[src/rtl/hbmc_pkg.sv]
// Shared types and command/address word layout for the HyperBus sequencer.
package hbmc_pkg;

    typedef enum logic [3:0] {
        IDLE,
        CA0,
        CA1,
        CA2,
        LAT,
        WR,
        RD,
        HOLD,
        RWR
    } state_t;

    localparam int unsigned CA_RW_BIT    = 47;
    localparam int unsigned CA_AS_BIT    = 46;
    localparam int unsigned CA_BURST_BIT = 45;
    localparam int unsigned CA_ROW_MSB   = 44;
    localparam int unsigned CA_ROW_LSB   = 16;
    localparam int unsigned CA_COL_MSB   = 2;

    typedef logic [8:0] len_t;

    // Linear-burst memory-space CA word; column bits [15:3] stay reserved zero.
    function automatic logic [47:0] ca_word(input logic rd, input logic [31:0] addr);
        logic [47:0] w;
        w                         = '0;
        w[CA_RW_BIT]              = rd;
        w[CA_AS_BIT]              = 1'b0;
        w[CA_BURST_BIT]           = 1'b1;
        w[CA_ROW_MSB:CA_ROW_LSB]  = addr[31:3];
        w[CA_COL_MSB:0]           = addr[2:0];
        return w;
    endfunction

endpackage

[src/rtl/hbmc_bus_sequencer.sv]
// HyperBus transaction sequencer: CA, latency, data burst, CS# recovery.
// Optional read-idle timeout enabled by defining HBMC_RD_TIMEOUT_EN.
module hbmc_bus_sequencer #(
    parameter int unsigned LATENCY    = 6,
    parameter int unsigned RWR_CYCLES = 4,
    parameter int unsigned RD_TIMEOUT = 32
) (
    input  logic        iserdes_clkdiv,
    input  logic        arst,
    input  logic        cmd_valid,
    output logic        cmd_ready,
    input  logic        cmd_rd,
    input  logic [31:0] cmd_addr,
    input  logic [7:0]  cmd_len,
    input  logic        wr_valid,
    output logic        wr_ready,
    input  logic [15:0] wr_data,
    input  logic [1:0]  wr_mask,
    input  logic        rec_valid,
    input  logic [15:0] rec_data,
    output logic        rd_valid,
    output logic [15:0] rd_data,
    output logic        rd_last,
    input  logic        rwds_lat_x2,
    output logic        hb_cs_n,
    output logic        hb_ck_en,
    output logic [15:0] hb_dq_sdr,
    output logic        hb_dq_t,
    output logic [1:0]  hb_rwds_sdr,
    output logic        hb_rwds_t,
    output logic        busy,
    output logic        err_timeout
);
    import hbmc_pkg::*;

    state_t      state, nxt;
    logic [1:0]  init_cnt;
    logic        rd_q;
    logic [31:0] addr_q;
    len_t        word_cnt;
    logic [3:0]  lat_cnt;
    logic [3:0]  rwr_cnt;
    logic [47:0] ca;
    logic        accept;
    logic        last_word;
    logic        timeout_hit;

    assign ca        = ca_word(rd_q, addr_q);
    assign last_word = (word_cnt == len_t'(1));
    assign cmd_ready = (state == IDLE) && (init_cnt == 2'd2);
    assign accept    = cmd_valid && cmd_ready;
    assign busy      = (state != IDLE);

`ifdef HBMC_RD_TIMEOUT_EN
    logic [7:0] to_cnt;

    assign timeout_hit = (state == RD) && !rec_valid && (to_cnt == 8'(RD_TIMEOUT - 1));

    always_ff @(posedge iserdes_clkdiv or posedge arst) begin
        if (arst) begin
            to_cnt      <= '0;
            err_timeout <= 1'b0;
        end else begin
            to_cnt      <= (state == RD && !rec_valid) ? to_cnt + 8'd1 : '0;
            err_timeout <= timeout_hit;
        end
    end
`else
    assign timeout_hit = 1'b0;
    assign err_timeout = 1'b0;
`endif

    always_ff @(posedge iserdes_clkdiv or posedge arst) begin
        if (arst) state <= IDLE;
        else      state <= nxt;
    end

    always_comb begin
        nxt = state;
        unique case (state)
            IDLE: if (accept) nxt = CA0;
            CA0:  nxt = CA1;
            CA1:  nxt = CA2;
            CA2:  nxt = LAT;
            LAT:  if (lat_cnt == 4'd0) nxt = rd_q ? RD : WR;
            WR:   if (wr_valid && last_word) nxt = HOLD;
            RD:   if ((rec_valid && last_word) || timeout_hit) nxt = HOLD;
            HOLD: nxt = RWR;
            RWR:  if (rwr_cnt == 4'd0) nxt = IDLE;
            default: nxt = IDLE;
        endcase
    end

    // Init window keeps cmd_ready low while the ISERDES output is still invalid.
    always_ff @(posedge iserdes_clkdiv or posedge arst) begin
        if (arst) begin
            init_cnt <= '0;
            rd_q     <= 1'b0;
            addr_q   <= '0;
            word_cnt <= '0;
            lat_cnt  <= '0;
            rwr_cnt  <= '0;
            rd_valid <= 1'b0;
            rd_data  <= '0;
            rd_last  <= 1'b0;
        end else begin
            if (init_cnt != 2'd2) init_cnt <= init_cnt + 2'd1;
            unique case (state)
                IDLE: if (accept) begin
                    rd_q     <= cmd_rd;
                    addr_q   <= cmd_addr;
                    word_cnt <= (cmd_len == 8'd0) ? len_t'(256) : {1'b0, cmd_len};
                end
                CA2:  lat_cnt  <= rwds_lat_x2 ? 4'(2 * LATENCY - 3) : 4'(LATENCY - 3);
                LAT:  lat_cnt  <= lat_cnt - 4'd1;
                WR:   if (wr_valid) word_cnt <= word_cnt - len_t'(1);
                RD:   if (rec_valid) word_cnt <= word_cnt - len_t'(1);
                HOLD: rwr_cnt  <= 4'(RWR_CYCLES - 1);
                RWR:  rwr_cnt  <= rwr_cnt - 4'd1;
                default: ;
            endcase
            rd_valid <= (state == RD) && rec_valid;
            rd_last  <= (state == RD) && rec_valid && last_word;
            if (state == RD && rec_valid) rd_data <= rec_data;
        end
    end

    always_comb begin
        hb_cs_n     = 1'b1;
        hb_ck_en    = 1'b0;
        hb_dq_t     = 1'b1;
        hb_dq_sdr   = '0;
        hb_rwds_t   = 1'b1;
        hb_rwds_sdr = '0;
        wr_ready    = 1'b0;
        unique case (state)
            CA0: begin
                hb_cs_n = 1'b0; hb_ck_en = 1'b1; hb_dq_t = 1'b0; hb_dq_sdr = ca[47:32];
            end
            CA1: begin
                hb_cs_n = 1'b0; hb_ck_en = 1'b1; hb_dq_t = 1'b0; hb_dq_sdr = ca[31:16];
            end
            CA2: begin
                hb_cs_n = 1'b0; hb_ck_en = 1'b1; hb_dq_t = 1'b0; hb_dq_sdr = ca[15:0];
            end
            LAT, RD: begin
                hb_cs_n = 1'b0; hb_ck_en = 1'b1;
            end
            // Bus clock stalls while the write stream has no data.
            WR: begin
                hb_cs_n     = 1'b0;
                hb_ck_en    = wr_valid;
                hb_dq_t     = 1'b0;
                hb_dq_sdr   = wr_data;
                hb_rwds_t   = 1'b0;
                hb_rwds_sdr = wr_mask;
                wr_ready    = 1'b1;
            end
            HOLD: hb_cs_n = 1'b0;
            default: ;
        endcase
    end

endmodule

[config.mk]
export PLATFORM = sky130hd
export DESIGN_NAME = hbmc_bus_sequencer
export DESIGN_NICKNAME = d
export VERILOG_FILES = /design/src/rtl/hbmc_pkg.sv /design/src/rtl/hbmc_bus_sequencer.sv
export SDC_FILE = /design/constraint.sdc
export NUM_CORES = 1
export LEC_CHECK = 0
export CAP_MARGIN = 40
export CORE_AREA = 2 2 91 93
export DETAILED_ROUTE_END_ITERATION = 6
export DIE_AREA = 0 0 93 95
export PLACE_DENSITY = 0.88
export SETUP_SLACK_MARGIN = 0.4
export SLEW_MARGIN = 20
export SYNTH_ARGS = -nofsm -noshare
export SYNTH_HDL_FRONTEND = slang
export SYNTH_SLANG_ARGS = --single-unit
[constraint.sdc]
create_clock -name iserdes_clkdiv -period 5.8 [get_ports iserdes_clkdiv]
set_input_delay 1.45 -clock iserdes_clkdiv [delete_from_list [all_inputs] [get_ports iserdes_clkdiv]]
set_output_delay 1.45 -clock iserdes_clkdiv [all_outputs]
set_load 0.03 [all_outputs]
==> impl_summary.md <==
Critical path
STA classifies the critical path startpoint as a flop. The type of destination of the critical path is an output port. The endpoint identified for the worst register-to-register timing path is addr_q[30].

The cell type of the slowest stage on the worst timing path is sky130_fd_sc_hd__dfrtp_1. In this run the worst path has a maximum fanout of 19. The arrival time of the worst setup path is 3.08 ns. The maximum cell stage delay along the critical path is 0.69 ns.

The signal on the critical path passes through nor2_1 -> nand3_1 -> clkinv_1 -> a221o_1 -> clkdlybuf4s50_1. Measured in cells, the most critical reg-to-reg path has a length of 4. The worst register-to-register path begins at state[1]. The setup slack of the most critical reg-to-reg path is 3.41 ns.

STA puts the critical path data required time at 4.35 ns. The number of buffers and inverters on the critical path is 2. Grouping stages by cell kind, the critical path spends the most delay in buffers and inverters. The category of the most critical setup path is flop to output port.

Clock tree
The clock tree from TritonCTS is yes. The longest clock path from root to sink contains 2 buffers. The H-tree was split into 3 levels. The clock latency on the worst-skew pair is 0.35 ns. The number of setup buffers added after CTS is 0. The number of clock sinks is 74. The tree is rooted in a sky130_fd_sc_hd__clkbuf_8. The clock buffer count from CTS is 9. In this run, post-CTS hold repair placed 0 buffers. The clock input transition at the sequential cells of the worst setup and hold paths is approximately 0.080 ns.

In this run, post-CTS repair resized a total of 0 instances.

Power
Summed over all cells, the static leakage comes to 2.26 nW. Across the VDD grid, the largest voltage drop is 0.411 mV. After layout, the design draws a total of ~3.0 mW. The power density normalized to cell area is about 560 nW/um2.

STA
The final clock skew is 0.00663 ns. The number of max-slew violations in the final report is 0. Setup repair after global routing left no endpoint under its margin. The final-layout setup total negative slack is 0 ns. For the finished layout, the period the worst path requires is 4.53 ns.

Derived from the worst setup path, the maximum achievable clock frequency is ~220 MHz. The number of hold violations in the final report came to 0. Setup violations remaining at the end of the flow were counted as 0.

The tightest slew margin relative to the limit is 48.2%. At the pin with the least slew margin, the transition time is 0.776 ns. Dividing the final minimum period by the clock period gives 78.2%.

Yosys
The summed instance area of the synthesized netlist is ~3800 um2. The synthesized netlist devotes 1.96% of its cell area to adder and majority cells. The number of storage elements in the synthesis netlist is 74. The share of flip-flops with an asynchronous set or reset after synthesis is 100%. Of the post-synthesis cell area, the part taken by muxes is 16.0%.

The synthesized netlist net count is roughly 440. The xor/xnor share of the synthesized area is 0.916%. The most instantiated flip-flop cell in the synthesis netlist is sky130_fd_sc_hd__dfrtp_1. The mean cell area of the mapped netlist is 11.0 um2. The share of the Yosys chip area taken by registers is 48.4%. The area fraction in and, or, nand and nor cells after synthesis is a little over an eighth. During synthesis, Yosys emitted a total of 0 warnings. Summing the areas of all compound-gate instances in the mapped netlist gives 14.7% of the synthesized area. Synthesis produced 349 cells.

In this run, distinct cell masters in the synthesized netlist total 60. The dominant combinational cell family by area after synthesis is multiplexers. The synthesized design contains 0 enable-type register cells.

Route
The detail route stage leaves a number of antenna-violating nets equal to 0. For this block, the initial DRC count from the detailed router was 183. Summing over every cut layer, the via total after detailed routing is between 3,000 and 4,000. The aggregate routed wire length is around 9900 um. The number of vias per cell after detailed routing is 5.65. For this run, design rule violations remaining after detail routing come to 0. The count of TritonRoute iterations in the first routing pass is 5. The detail-routed net length per standard cell is 17.1 um.

Cells and area
The filler cells instantiated in the layout total 649. The share of layout cells above drive strength 1 is 17.7%. Leaving out fill and tap cells, the most frequent cell in the layout is sky130_fd_sc_hd__clkdlybuf4s50_1.

Leaving out fill and tap cells, the most frequent cells in the layout are sky130_fd_sc_hd__clkdlybuf4s50_1 (123), sky130_fd_sc_hd__dfrtp_1 (74), sky130_fd_sc_hd__mux2_2 (50). 0 antenna diodes ended up in the layout. The number of cells in the finished layout apart from fillers is 579. The number of nets in the layout is 556. The final core area utilization is 67.5%. The post-synthesis to final-layout area growth is 40.0%.

GRT
The leftover overflow at the end of global routing is 0. The pin count of the biggest net entering global routing is 43. The initial antenna violation count is 0.

The first-pass GRT wire length is 16,000 um. Global routing consumed, on the met1 layer, 28.6% of the routing resources. met2 is the most crowded layer.

The via count of the first global-routing pass is 3,307. The total global routing track utilization is 23.3%. The routing usage on met3 is under 10%. Global routing used between 30% and 40% of the available met2 tracks.

Placed design
Port buffering added 123 buffers. In this run, placement finished with an instance count of roughly 560. The wire-length estimate of the detail-placed layout is ~7200 um. The final weighted congestion in routability-driven placement is 0.892.

Run
The tool flagged a number of max-cap violations equal to 0.

Die
The floorplan has 33 rows. The total area inside the core boundary comes to 7930 um2. The chip width is ~93 um. The initial core utilization is 48.2%. The die covers approximately 8800 um2. During I/O placement, the number of pins put on the boundary was 125. From bottom edge to top edge, the die measures between 90 and 100 um.

Worst hold path
The start point of the worst hold path is init_cnt[0]. The class of the worst hold path is flop to flop. The hold path depth is 1.

For hold timing, the worst endpoint is init_cnt[0].

Run status
The run finished with clean final reports.
-- stage by stage --
step           hold WS [ns]  instance area, um2  setup slack, ns
2_1_floorplan         0.437                3820             2.05
3_3_place_gp          0.451                5110             1.56
3_5_place_dp          0.487                5140             1.56
4_1_cts               0.502                5350             1.28
5_1_grt               0.517                5350             1.05
6_report              0.492                5350             1.27
-- kinds of logic after synthesis --
logic type	count (synthesis)
AO/OA/AOI/OAI	77
XOR/XNOR	4
adder cells (fa/ha/maj)	6
buffers and inverters	38
flip-flops	74
multiplexers	55
other	1
AND/OR/NAND/NOR	94
-- layout make-up --
type                    count  area, um2  share of cell area, %
flip-flops and latches     74       1850                   34.6
multi-input cells         237       1800                   33.6
repair buffers            128       1290                   24.1
clock buffers              11        151                   2.83
well taps                 105        131                   2.45
inverters                  19       71.3                   1.33
clock inverters             5       61.3                   1.15
-- flip-flops by register name (all words and copies together), names as in the netlist, 2 cells and up --
name and flops:
state 4, rwr_cnt 4, lat_cnt 4, init_cnt 2, word_cnt 9, rd_data 16, addr_q 32
-- how the worst max path moves through the flow --
stage | startpoint | endpoint | slack (ns) | cells after the start
5_1_grt | state[1] | hb_dq_sdr[13] | 1.05 | 5
3_5_place_dp | wr_data[15] | hb_dq_sdr[15] | 1.56 | 4
6_report | state[1] | hb_dq_sdr[13] | 1.27 | 5
3_3_place_gp | wr_data[11] | hb_dq_sdr[11] | 1.56 | 4
2_1_floorplan | state[1] | hb_dq_sdr[5] | 2.05 | 8
4_1_cts | state[1] | hb_dq_sdr[13] | 1.28 | 5
-- per-layer routing --
| metal | part of all wire (%) | wire length, um | up-vias |
|---|---|---|---|
| li1 | - | - | 1508 |
| met1 | 40 | 3960 | 1582 |
| met2 | 49 | 4790 | 162 |
| met3 | 9.4 | 925 | 20 |
| met4 | 2.1 | 203 | 0 |
| met5 | 0 | 0 | - |
-- where the power goes --
group          switching, mW  total, mW  internal (mW)
combinational          0.873       1.62          0.742
clock                  0.208      0.432          0.224
sequential             0.199      0.952          0.753
total                   1.28       3.00           1.72
-- synth_stat cells, drive strengths merged (3+ instances only) --
master,instances,share of area [%]
dfrtp,74,48
mux2,50,15
nand2,38,3.7
a22oi,19,3.7
inv,17,1.7
o21ai,14,1.8
buf,13,2.3
nor2,11,1.3
a21oi,8,1.0
nor3,7,1.0
clkbuf,6,0.59
ha,6,2.0
nor4,6,0.98
mux2i,5,1.3
nand3,5,0.65
o22ai,5,0.82
a31oi,4,0.65
nand2b,3,0.49
nor2b,3,0.49
nor3b,3,0.59
nor4b,3,0.85
o211ai,3,0.59
o41ai,3,0.69
xnor2,3,0.69
Note: power is estimated with default switching activity, not from simulation.
